## src/rtl/fe_fifo_reader.sv

```systemverilog
// fe_fifo_reader
//   Read side of the front-end capture FIFO, clocked on cwusb_clk.
//   - Pops FWFT entries {cmd[1:0], time, data} and serializes each entry into
//     a byte stream with a valid/ready handshake for the USB bulk-read path.
//   - Keeps byte/entry counters and a sticky bad-command flag so software can
//     check readout integrity.
//   - Entries are loaded back-to-back: the next entry is popped in the same
//     cycle the final byte of the current one is accepted, so there is no bubble.
//
// Ports
//   cwusb_clk, reset_i   clock, asynchronous active-high reset
//   I_fifo_dout/empty    FWFT FIFO head entry and empty flag
//   O_fifo_rd            pop strobe (combinational, same cycle as load)
//   I_flush              abort the held entry and return to idle
//   O_byte/_valid        serialized byte stream, I_byte_ready accepts it
//   O_busy               an entry is held or being sent
//   O_bytes_sent         accepted bytes since last clear
//   O_entries_read       popped entries since last clear
//   I_clear_counts       synchronous clear of counters, O_bad_cmd, O_checksum
//   O_bad_cmd            sticky: a reserved command code was popped
//   O_checksum           running XOR of accepted bytes
//
// Build option
//   FE_READER_CHECKSUM_EN  builds the O_checksum accumulator; when undefined
//                          O_checksum is tied to 8'h00.
module fe_fifo_reader #(
  parameter int pTIMESTAMP_FULL_WIDTH  = 16,
  parameter int pTIMESTAMP_SHORT_WIDTH = 3,
  parameter int pDATA_WIDTH            = 8,
  parameter int pCOUNT_WIDTH           = 24,
  // Command codes of the front-end FIFO (defines_pw.v); 2'b11 is reserved.
  parameter logic [1:0] pCMD_DATA = 2'b00,
  parameter logic [1:0] pCMD_TIME = 2'b01,
  parameter logic [1:0] pCMD_STAT = 2'b10
) (
  input  logic                                        cwusb_clk,
  input  logic                                        reset_i,
  input  logic [2+pTIMESTAMP_FULL_WIDTH+pDATA_WIDTH-1:0] I_fifo_dout,
  input  logic                                        I_fifo_empty,
  output logic                                        O_fifo_rd,
  input  logic                                        I_flush,
  output logic [7:0]                                  O_byte,
  output logic                                        O_byte_valid,
  input  logic                                        I_byte_ready,
  output logic                                        O_busy,
  output logic [pCOUNT_WIDTH-1:0]                     O_bytes_sent,
  output logic [pCOUNT_WIDTH-1:0]                     O_entries_read,
  input  logic                                        I_clear_counts,
  output logic                                        O_bad_cmd,
  output logic [7:0]                                  O_checksum
);

  localparam int ENTRY_W = 2 + pTIMESTAMP_FULL_WIDTH + pDATA_WIDTH;

  // State names the byte currently presented on O_byte.
  typedef enum logic [1:0] {IDLE, HDR, B1, B2} state_t;

  state_t               state_q;
  logic [ENTRY_W-1:0]   hold_q;

  logic [1:0]                       in_cmd, hold_cmd;
  logic [pTIMESTAMP_FULL_WIDTH-1:0] in_time, hold_time;
  logic [pDATA_WIDTH-1:0]           hold_data;
  logic                             accept, last_acc, load, in_rsv;

  assign in_cmd    = I_fifo_dout[ENTRY_W-1 -: 2];
  assign in_time   = I_fifo_dout[pDATA_WIDTH +: pTIMESTAMP_FULL_WIDTH];
  assign hold_cmd  = hold_q[ENTRY_W-1 -: 2];
  assign hold_time = hold_q[pDATA_WIDTH +: pTIMESTAMP_FULL_WIDTH];
  assign hold_data = hold_q[pDATA_WIDTH-1:0];

  assign in_rsv = !((in_cmd == pCMD_DATA) || (in_cmd == pCMD_STAT) ||
                    (in_cmd == pCMD_TIME));

  assign accept   = O_byte_valid & I_byte_ready;
  // Final byte of the held entry accepted: B1 for 2-byte entries, B2 for TIME.
  assign last_acc = accept & (((state_q == B1) && (hold_cmd != pCMD_TIME)) ||
                              (state_q == B2));
  // Flush and reset both suppress the pop so nothing is lost from the FIFO.
  assign load      = !I_fifo_empty && !I_flush && !reset_i &&
                     ((state_q == IDLE) || last_acc);
  assign O_fifo_rd = load;
  assign O_busy    = (state_q != IDLE);

  // Header byte: TIME carries only the command; DATA/STAT also carry the
  // short timestamp, left-aligned under the command and zero padded.
  function automatic logic [7:0] hdr_of(input logic [1:0] c,
                                        input logic [pTIMESTAMP_FULL_WIDTH-1:0] t);
    logic [7:0] h;
    h      = 8'h00;
    h[7:6] = c;
    if (c != pCMD_TIME) h[5 -: pTIMESTAMP_SHORT_WIDTH] = t[pTIMESTAMP_SHORT_WIDTH-1:0];
    return h;
  endfunction

  always_ff @(posedge cwusb_clk or posedge reset_i) begin
    if (reset_i) begin
      state_q        <= IDLE;
      hold_q         <= '0;
      O_byte         <= 8'h00;
      O_byte_valid   <= 1'b0;
      O_bytes_sent   <= '0;
      O_entries_read <= '0;
      O_bad_cmd      <= 1'b0;
    end else begin
      // Counters and sticky flag; a coincident clear wins over increments.
      if (I_clear_counts) begin
        O_bytes_sent   <= '0;
        O_entries_read <= '0;
        O_bad_cmd      <= 1'b0;
      end else begin
        if (accept)          O_bytes_sent   <= O_bytes_sent + pCOUNT_WIDTH'(1);
        if (load)            O_entries_read <= O_entries_read + pCOUNT_WIDTH'(1);
        if (load && in_rsv)  O_bad_cmd      <= 1'b1;
      end

      if (I_flush) begin
        state_q      <= IDLE;
        O_byte_valid <= 1'b0;
        hold_q       <= '0;
      end else if (load) begin
        hold_q <= I_fifo_dout;
        if (in_rsv) begin
          // Reserved entries are swallowed; IDLE lets the next one load at once.
          state_q      <= IDLE;
          O_byte_valid <= 1'b0;
        end else begin
          state_q      <= HDR;
          O_byte_valid <= 1'b1;
          O_byte       <= hdr_of(in_cmd, in_time);
        end
      end else if (accept) begin
        case (state_q)
          HDR: begin
            state_q <= B1;
            O_byte  <= (hold_cmd == pCMD_TIME) ? hold_time[15:8] : hold_data[7:0];
          end
          B1: begin
            if (hold_cmd == pCMD_TIME) begin
              state_q <= B2;
              O_byte  <= hold_time[7:0];
            end else begin
              state_q      <= IDLE;
              O_byte_valid <= 1'b0;
            end
          end
          default: begin
            state_q      <= IDLE;
            O_byte_valid <= 1'b0;
          end
        endcase
      end
    end
  end

`ifdef FE_READER_CHECKSUM_EN
  logic [7:0] csum_q;
  always_ff @(posedge cwusb_clk or posedge reset_i) begin
    if (reset_i)             csum_q <= 8'h00;
    else if (I_clear_counts) csum_q <= 8'h00;
    else if (accept)         csum_q <= csum_q ^ O_byte;
  end
  assign O_checksum = csum_q;
`else
  assign O_checksum = 8'h00;
`endif

endmodule

```

## config.mk

```make
export PLATFORM = sky130hd
export DESIGN_NAME = fe_fifo_reader
export DESIGN_NICKNAME = d
export VERILOG_FILES = /design/src/rtl/fe_fifo_reader.sv
export SDC_FILE = /design/constraint.sdc
export NUM_CORES = 1
export LEC_CHECK = 0
export CORE_MARGIN = 2
export CORE_UTILIZATION = 35
export DETAILED_ROUTE_END_ITERATION = 10
export SLEW_MARGIN = 20
export SYNTH_ARGS = -nofsm -noshare
export SYNTH_HDL_FRONTEND = slang
export SYNTH_SLANG_ARGS = --single-unit
```

## constraint.sdc

```tcl
create_clock -name cwusb_clk -period 6.33 [get_ports cwusb_clk]
set_input_delay 1.266 -clock cwusb_clk [delete_from_list [all_inputs] [get_ports cwusb_clk]]
set_output_delay 1.266 -clock cwusb_clk [all_outputs]
set_load 0.02 [all_outputs]
```

==> results of run 1 <==
==> where the power goes <==
group	internal [uW]	switching, uW
logic	52.9	70.1
clock network	394	206
registers	567	13.0
total	1010	289
==> layer usage <==
| metal | global-route usage | part of all wire | routed length [um] | vias up |
|---|---|---|---|---|
| li1 | - | - | - | 1773 |
| met2 | 0.2655 | 0.47 | 4965 | 97 |
| met5 | 0 | 0 | 0 | - |
| met4 | 0.03810 | 0.0092 | 97 | 0 |
| met3 | 0.03295 | 0.054 | 566 | 10 |
| met1 | 0.2243 | 0.47 | 4909 | 1732 |
==> flip-flops by register name, summed over array words and instances, names as in the netlist <==
name	count
O_entries_read	24
state_q	2
O_byte	8
O_bad_cmd	1
hold_q	26
O_byte_valid	1
O_bytes_sent	24
==> cells in the mapped netlist, types with 2 or more instances <==
master	number	share of area
or4_1	2	0.0034
or3_1	4	0.0057
xor2_1	18	0.036
nor4_1	14	0.020
and2_1	5	0.0071
buf_1	3	0.0026
nor3_1	9	0.010
buf_2	5	0.0057
buf_4	8	0.014
nand4_1	14	0.020
inv_1	7	0.0060
mux2i_1	9	0.021
o31ai_1	2	0.0034
a221oi_1	3	0.0060
ha_1	6	0.017
a21oi_1	18	0.021
xnor2_1	24	0.048
o21ai_0	21	0.024
and4_1	5	0.010
nor4b_1	2	0.0040
nand2_1	69	0.059
clkbuf_1	14	0.012
dfrtp_1	86	0.49
nand2b_1	13	0.019
nor2_1	57	0.049
nand3b_1	6	0.010
nand3_1	21	0.024
and3_1	2	0.0029
a22o_1	6	0.012
==> metrics by stage <==
step / setup WS, ps / cells / util / cell area (um^2) / hold slack, ps
floorplan: 2507 / 478 / - / 4407 / 465.7
detailed placement: 1531 / 712 / 0.4477 / 5423 / 492.8
global placement: 1552 / 712 / 0.4477 / 5423 / 489.8
finish: 1498 / 727 / 0.4769 / 5776 / 510.4
CTS: 1516 / 727 / 0.4756 / 5761 / 507.3
global route: 1362 / 727 / 0.4769 / 5776 / 527.5
==> final cells by class <==
type / count / area [um^2] / share of cell area
clock buffers: 11 / 242.7 / 0.04203
flip-flops and latches: 86 / 2152 / 0.3726
multi-input cells: 354 / 2092 / 0.3622
well taps: 168 / 210.2 / 0.03640
clock inverters: 4 / 95.09 / 0.01646
repair buffers: 96 / 952.2 / 0.1649
inverters: 8 / 31.28 / 0.005416
==> how the worst max path moves through the flow <==
stage	start	endpoint	slack, ps	cells past startpoint
after global placement	I_flush	O_fifo_rd	1550	6
after global routing	I_flush	O_fifo_rd	1360	6
after floorplan	I_flush	O_fifo_rd	2510	5
after detailed placement	I_flush	O_fifo_rd	1530	6
final	I_flush	O_fifo_rd	1500	6
after CTS	I_flush	O_fifo_rd	1520	6
==> logic make-up after synthesis <==
group | synth area share
AND/OR/NAND/NOR | 0.2574
other | 0.0008561
AO/OA/AOI/OAI | 0.08798
flip-flops | 0.4913
adder cells (fa/ha/maj) | 0.01714
buffers and inverters | 0.04085
XOR/XNOR | 0.08398
multiplexers | 0.02057
==> worst max-delay path, cell delays in order <==
cell and delay [ps]:
clkdlybuf4s50_1 470, nor3_2 380, a21boi_2 400, nand2_2 300
clkinv_1 130, clkdlybuf4s50_1 610
==> flow_summary.toml, run 1 <==
[run_status]
status = "complete, no violations"

[final_layout]
syn_to_final_growth_pct = 31.85
antenna_cells = 0
layout_common_cells = "clkdlybuf4s50_1, dfrtp_1, nand2_1"
finalNetCount = 593
nFillCells = 1204
drive_above_1_share = 0.05546
final_common_cell = "clkdlybuf4s50_1"

[detailed_routing]
first_iter_violations = 211
drt-pass1-iter-count = 4
drc_errors = 0
vias = 3612
antenna_left = 0
avgViaCountPerCell = 4.968
wl_per_cell_um = 14.50
drt-total-wl_mm = 10.54

[hold_path]
hold_depth = 1
hold_path_end = "hold_q[8]$_DFFE_PP0P_"
hp-start = "hold_q[8]$_DFFE_PP0P_"
hp-class = "register to register"

[die]
core.rowCount = 40
core_um2 = 12110
die_x_um = 115.9
pin_count = 100
dieHeight_um = 115.9
start_util = 0.3617
die_area_um2 = 13430

[timing]
min_period_over_period = 0.7634
rsz0062_at_grt = "false"
fin_skew_ps = 7.313
setup_viol = 0
max_freq_ghz = 0.2069
fin_crit_ps = 4832
worst_pin_slew_ps = 835.1
slew_headroom = 0.4433
slew_viol_final = 0
final_hold_viol_count = 0
setup_tns_ps = 0

[pwr]
power_uw = 1303
max-vdd-ir-drop_v = 0.0001384
power_density_nw_per_um2 = 225.5
p_leak_uw = 0.002295

[synth]
synth-edff-count = 0
ys.warnings.count = 0
yosysSeqAreaShare = 0.4913
ys.flop_type = "dfrtp_1"
syn_avg_cell_area_um2 = 9.300
synth-seq-cells = 86
ys_types = 47
syn_inst = 471
ys_async_sr_fraction = 1.000
syn-cell-area_um2 = 4380

[worst_setup_path]
r2r_slack_ps = 3340
reg2reg_depth = 8
reg2reg_to = "O_byte[2]$_DFFE_PP0P_"
start_kind = "primary input"
end_kind = "primary output"
worstPathArrival_ps = 3570
required_ps = 5060
timing.rr.start = "state_q[0]$_DFFE_PP0P_"
worstSetupPathType = "primary input to primary output"
worst-path-max-fanout = 18

[clock_network]
cts_tree = "done"
numCtsBuffers = 9
ctsHoldBuffers = 0
postCtsSetupRepairBufs = 0
cts-htree-levels = 3
cts.sinks = 86
clockBufferDepth = 2
clk_pin_slew_ps = 60
cts_root_buffer = "clkbuf_16"
clk_latency_ps = 330
cts_resized = 0

[placed_design]
dp_hpwl_mm = 7.395
port_buffers = 91
gp_congestion = 0.7804

[global_routing]
grt_max_degree = 87
grt_pass1_vias = 3430
antenna_found_initial = 0
grt_pass1_wl_mm = 17.35
grt_overflow = 0
grt_usage = 0.1627

[run]
maxCapViolCount = 0
(Power assumes the default switching activity.)
==> run 2: changes to the inputs <==
==> constraint.sdc (replaced) <==
create_clock -name cwusb_clk -period 4.5 [get_ports cwusb_clk]
set_input_delay 0.9 -clock cwusb_clk [delete_from_list [all_inputs] [get_ports cwusb_clk]]
set_output_delay 0.9 -clock cwusb_clk [all_outputs]
set_load 0.02 [all_outputs]
==> run 2 against run 1 <==
Net effect:
- register-to-register slack worse by 1600 ps
- core utilization is 0.58 points lower
- sequential share of layout area is 0.46 points higher
- count of clock-buffer cells in the layout is 1 lower
- combinational power is 43% higher
- critical path depth is 1 higher
- first-iteration DRC count is 3.3% lower
- critical endpoint unchanged
- die area stayed put
- routed wire length is 2.4% higher
- clock skew is 1.1 ps lower
==> flow_summary.toml, run 2 (same netlist as run 1, synthesis figures left out) <==
[run_status]
status = "complete, no violations"

[detailed_routing]
drt-pass1-iter-count = 4
wl_per_cell_um = 14.84
drc_errors = 0
first_iter_violations = 204
antenna_left = 0
vias = 3668
drt-total-wl_mm = 10.79
avgViaCountPerCell = 5.045

[timing]
rsz0062_at_grt = "false"
slew_viol_final = 0
setup_tns_ps = 0
min_period_over_period = 0.8462
fin_skew_ps = 6.216
worst_pin_slew_ps = 790.8
setup_viol = 0
fin_crit_ps = 3808
final_hold_viol_count = 0
max_freq_ghz = 0.2626
slew_headroom = 0.4728

[pwr]
p_int_uw = 1248
p_leak_uw = 0.002264
power_density_nw_per_um2 = 288.4
p_clk_frac = 0.397
p_comb_frac = 0.107
max-vdd-ir-drop_v = 0.0001616
seqPwrFrac = 0.496
power_uw = 1645
swShare = 0.2413
p_sw_uw = 397.1

[placed_design]
gp_congestion = 0.8021
dp_hpwl_mm = 7.642
port_buffers = 91
placed_cell_area_um2 = 5445

[run]
maxCapViolCount = 0

[final_layout]
nFillCells = 1202
antenna_cells = 0
final_common_cell = "clkdlybuf4s50_1"
drive_above_1_share = 0.05546
syn_to_final_growth_pct = 30.25
largest_reg_flops = 26
design_area_um2 = 5705
top_register = "hold_q"
largestRegisters = "hold_q (26), O_bytes_sent (24), O_entries_read (24)"
layout_common_cells = "clkdlybuf4s50_1, dfrtp_1, nand2_1"
finalNetCount = 596

[worst_setup_path]
start_kind = "primary input"
end_kind = "primary output"
r2r_slack_ps = 1710
reg2reg_to = "O_byte[1]$_DFFE_PP0P_"
reg2reg_depth = 6
required_ps = 3600
worstSetupPathType = "primary input to primary output"
worst-path-max-fanout = 8
timing.rr.start = "state_q[0]$_DFFE_PP0P_"
worstPathArrival_ps = 2910

[global_routing]
grt_overflow = 0
grt_usage = 0.1626
antenna_found_initial = 0
grt_max_degree = 64
grt_pass1_wl_mm = 17.22
grt_pass1_vias = 3495

[hold_path]
hp-start = "hold_q[8]$_DFFE_PP0P_"
hp-class = "register to register"
hold_path_end = "hold_q[8]$_DFFE_PP0P_"
hold_depth = 1

[clock_network]
clockBufferDepth = 2
cts-htree-levels = 3
clk_pin_slew_ps = 60
numCtsBuffers = 9
cts_tree = "done"
cts_root_buffer = "clkbuf_16"
clk_latency_ps = 330
cts_resized = 0
ctsHoldBuffers = 0
cts.sinks = 86
postCtsSetupRepairBufs = 0

[die]
pin_count = 100
die_area_um2 = 13430
core.rowCount = 40
die_x_um = 115.9
dieHeight_um = 115.9
core_um2 = 12110
start_util = 0.3617
run 2: changes by cell type in the layout (fill, tap and decap cells not counted):
cell        before  now
buf_4            4    8
bufinv_16        3    0
buf_6            1    0
clkbuf_1         1    0
clkinv_2         2    1
clkinvlp_4       0    1
inv_4            0    1
o21ai_1          0    1
o21ai_2          1    0
run 2: through the flow:
stage                     std cells    util  hold slack [ps]  setup WS [ps]
after detailed placement        715  0.4496            486.7          691.2
after global routing            727  0.4711            525.1          592.1
final                           727  0.4711            503.2          692.2
after floorplan                 478       -            465.7           1378
after CTS                       727  0.4704            507.5          682.4
after global placement          715  0.4496            491.0          709.5
run 2: power by group through the flow:
| stage | clock network, uW | logic [uW] | registers (uW) |
|---|---|---|---|
| floorplan | 0 | 87.0 | 838 |
| global placement | 0 | 174 | 829 |
| detailed placement | 0 | 176 | 828 |
| CTS | 669 | 177 | 816 |
| global route | 701 | 191 | 818 |
| finish | 654 | 176 | 816 |
run 2: worst max path at each step:
| stage | start | end | slack (ps) | cells after the start |
|---|---|---|---|---|
| after global placement | I_flush | O_fifo_rd | 710 | 7 |
| after CTS | I_flush | O_fifo_rd | 680 | 7 |
| after detailed placement | I_flush | O_fifo_rd | 690 | 7 |
| after floorplan | reset_i | O_bad_cmd$_DFFE_PP0P_ | 1380 | 1 |
| final | I_flush | O_fifo_rd | 690 | 7 |
| after global routing | I_flush | O_fifo_rd | 590 | 7 |
run 2: routing by layer:
metal,vias to the layer above,global-route usage,share of wire
li1,1779,-,-
met2,103,0.2663,0.46
met3,14,0.02510,0.045
met4,0,0.05794,0.016
met5,-,0,0
met1,1772,0.2200,0.47
run 2: cell type report:
type	instances	area (um^2)	area share
clock buffers	10	239.0	0.04189
multi-input cells	354	2088	0.3660
inverters	8	32.53	0.005702
well taps	168	210.2	0.03684
flip-flops and latches	86	2152	0.3772
repair buffers	99	970.9	0.1702
clock inverters	2	12.51	0.002193
run 2: critical path, stage by stage:
cell             delay [ps]
clkdlybuf4s50_1         480
nor3_2                  380
a21boi_2                210
buf_4                   160
nand2_2                  90
clkinv_1                 80
clkdlybuf4s50_1         600
==> RTL edit (config.mk and constraints of run 1) <==
The parameter `pCOUNT_WIDTH` goes from 24 to 12.
--- a/src/rtl/fe_fifo_reader.sv
+++ b/src/rtl/fe_fifo_reader.sv
@@ -29,3 +29,3 @@
   parameter int pDATA_WIDTH            = 8,
-  parameter int pCOUNT_WIDTH           = 24,
+  parameter int pCOUNT_WIDTH           = 12,
   // Command codes of the front-end FIFO (defines_pw.v); 2'b11 is reserved.
Interface: changed (resized O_bytes_sent and O_entries_read); port bits go from 100 to 76. The function was not compared with the original's and may differ.
==> RTL edit against run 1 <==
  * Sequential cell count decreased by 24
  * Worst setup slack improved by 0.038 ns
  * Area after synthesis down 26%
  * Power down 28%
  * Hold slack worse by 0.015 ns
  * Routed wire length down 30%
  * Non-clock buffer count shrank 26
  * Final area shrank 28%
  * Clock skew barely moved
  * Combinational power down 9%
  * Synthesized cell count shrank 30%
  * Sequential share of layout area fell by 0.15 points
==> RTL edit: results <==
set metrics [dict create \
    clk_pin_slew_ns 0.06 \
    vias_per_cell 4.98 \
    wl_per_cell_um 14.4 \
    r2r_slack_ns 3.74 \
    cts_resized 0 \
    gp_congestion 0.785 \
    reg_top3 "hold_q x26, O_bytes_sent x12, O_entries_read x12" \
    status "complete, no violations" \
    clk_path_buf_depth 2 \
    holdCritStartpoint "O_byte[0]$_DFFE_PP0P_" \
    dpl-instance-area_um2 3950 \
    cellLeakagePower_nw 1.85 \
    synth_common_cells "nand2_1, dfrtp_1, nor2_1" \
    place_hpwl_um 4960 \
    netlist_top_cells_area "dfrtp_1, nand2_1, nand3b_1" \
    final_layout_size_suffix_gt1_share_pct 9.52 \
    port_buffers 67 \
    synth_cell_type_count 43 \
    path_max_fanout 34 \
    cts-root-buf "clkbuf_8" \
    max-vdd-ir-drop_v 0.000153 \
    finalClockSkew_ns 0.00687 \
    reg2reg_to "O_byte[4]$_DFFE_PP0P_" \
    async_flop_share_pct 100 \
    dpl_worst_slack_ns 1.57 \
    hold_end "O_byte[0]$_DFFE_PP0P_" \
    first_pass_iters 4 \
    post-cts-setup-buffers 0 \
    slew_headroom_pct 37.9 \
    yosysSeqAreaShare_pct 48.1 \
    grt.total_usage_pct 15.5 \
    yosysWarnings 0 \
    grt_start_max_net_pins 63 \
    grt_pass1_vias 2452 \
    nets 432 \
    arrival_ns 3.53 \
    drtIter0Drc 111 \
    rr_startpoint "state_q[0]$_DFFE_PP0P_" \
    grt_pass1_wl_um 12100 \
    fillers 900 \
    swShare_pct 23.6 \
]
RTL edit: changes by cell type after synthesis, moves of 8 or more:
cell and delta:
nor2_1 -35, dfrtp_1 -24, xnor2_1 -15, nand3_1 -13, nand3b_1 +12, o21ai_0 -12, nand2b_1 -11, nor4_1 -10
xor2_1 -9, clkbuf_1 -8
RTL edit: worst max-delay path, stage by stage:
cell and delay, ns:
clkdlybuf4s50_1 0.40, buf_4 0.22, nor3_1 0.35, a21boi_4 0.36
nand2_8 0.21, inv_2 0.10, clkdlybuf4s50_1 0.60
RTL edit: worst max-delay path by stage:
stage | slack [ns] | cells past startpoint | endpoint
after floorplan | 2.79 | 5 | O_fifo_rd
after global placement | 1.57 | 7 | O_fifo_rd
after detailed placement | 1.57 | 7 | O_fifo_rd
after CTS | 1.54 | 7 | O_fifo_rd
after global routing | 1.41 | 7 | O_fifo_rd
final | 1.54 | 7 | O_fifo_rd
RTL edit: power groups by stage:
stage / Combinational (mW) / Sequential [mW] / Clock, mW
2_1_floorplan: 0.0619 / 0.434 / 0
3_3_place_gp: 0.113 / 0.428 / 0
3_5_place_dp: 0.114 / 0.428 / 0
4_1_cts: 0.114 / 0.420 / 0.422
5_1_grt: 0.123 / 0.422 / 0.436
6_report: 0.112 / 0.420 / 0.407
RTL edit: cell type report:
type	instances	area (um^2)	area share [%]
sequential	62	1550	37.1
inverter	8	30.0	0.718
clock inverter	3	65.1	1.56
timing repair buffer	70	693	16.6
multi-input combinational	243	1530	36.7
clock buffer	13	169	4.04
tap	111	139	3.32
RTL edit: routing by layer:
layer	share of wire [%]	wire length, um	global-route usage (%)
met5	0	0	0
met4	1.6	114	5.69
met3	5.4	400	4.32
met2	46	3390	24.2
met1	47	3450	20.8
RTL edit: logic make-up (layout without fill, tap and decap cells):
family	Yosys count	after routing	synth area share [%]
flops	62	62	48.1
buf+inv	32	94	5.20
compound gates	35	35	7.56
simple gates	153	153	23.3
mux	23	23	8.49
fa+ha+maj	6	6	2.33
xor+xnor	18	18	4.89
other cells	1	8	0.116
RTL edit: through the flow:
step	hold WS (ns)	instances
after global placement	0.486	494
after CTS	0.504	510
after global routing	0.535	510
after floorplan	0.470	337
final	0.496	510
after detailed placement	0.484	494
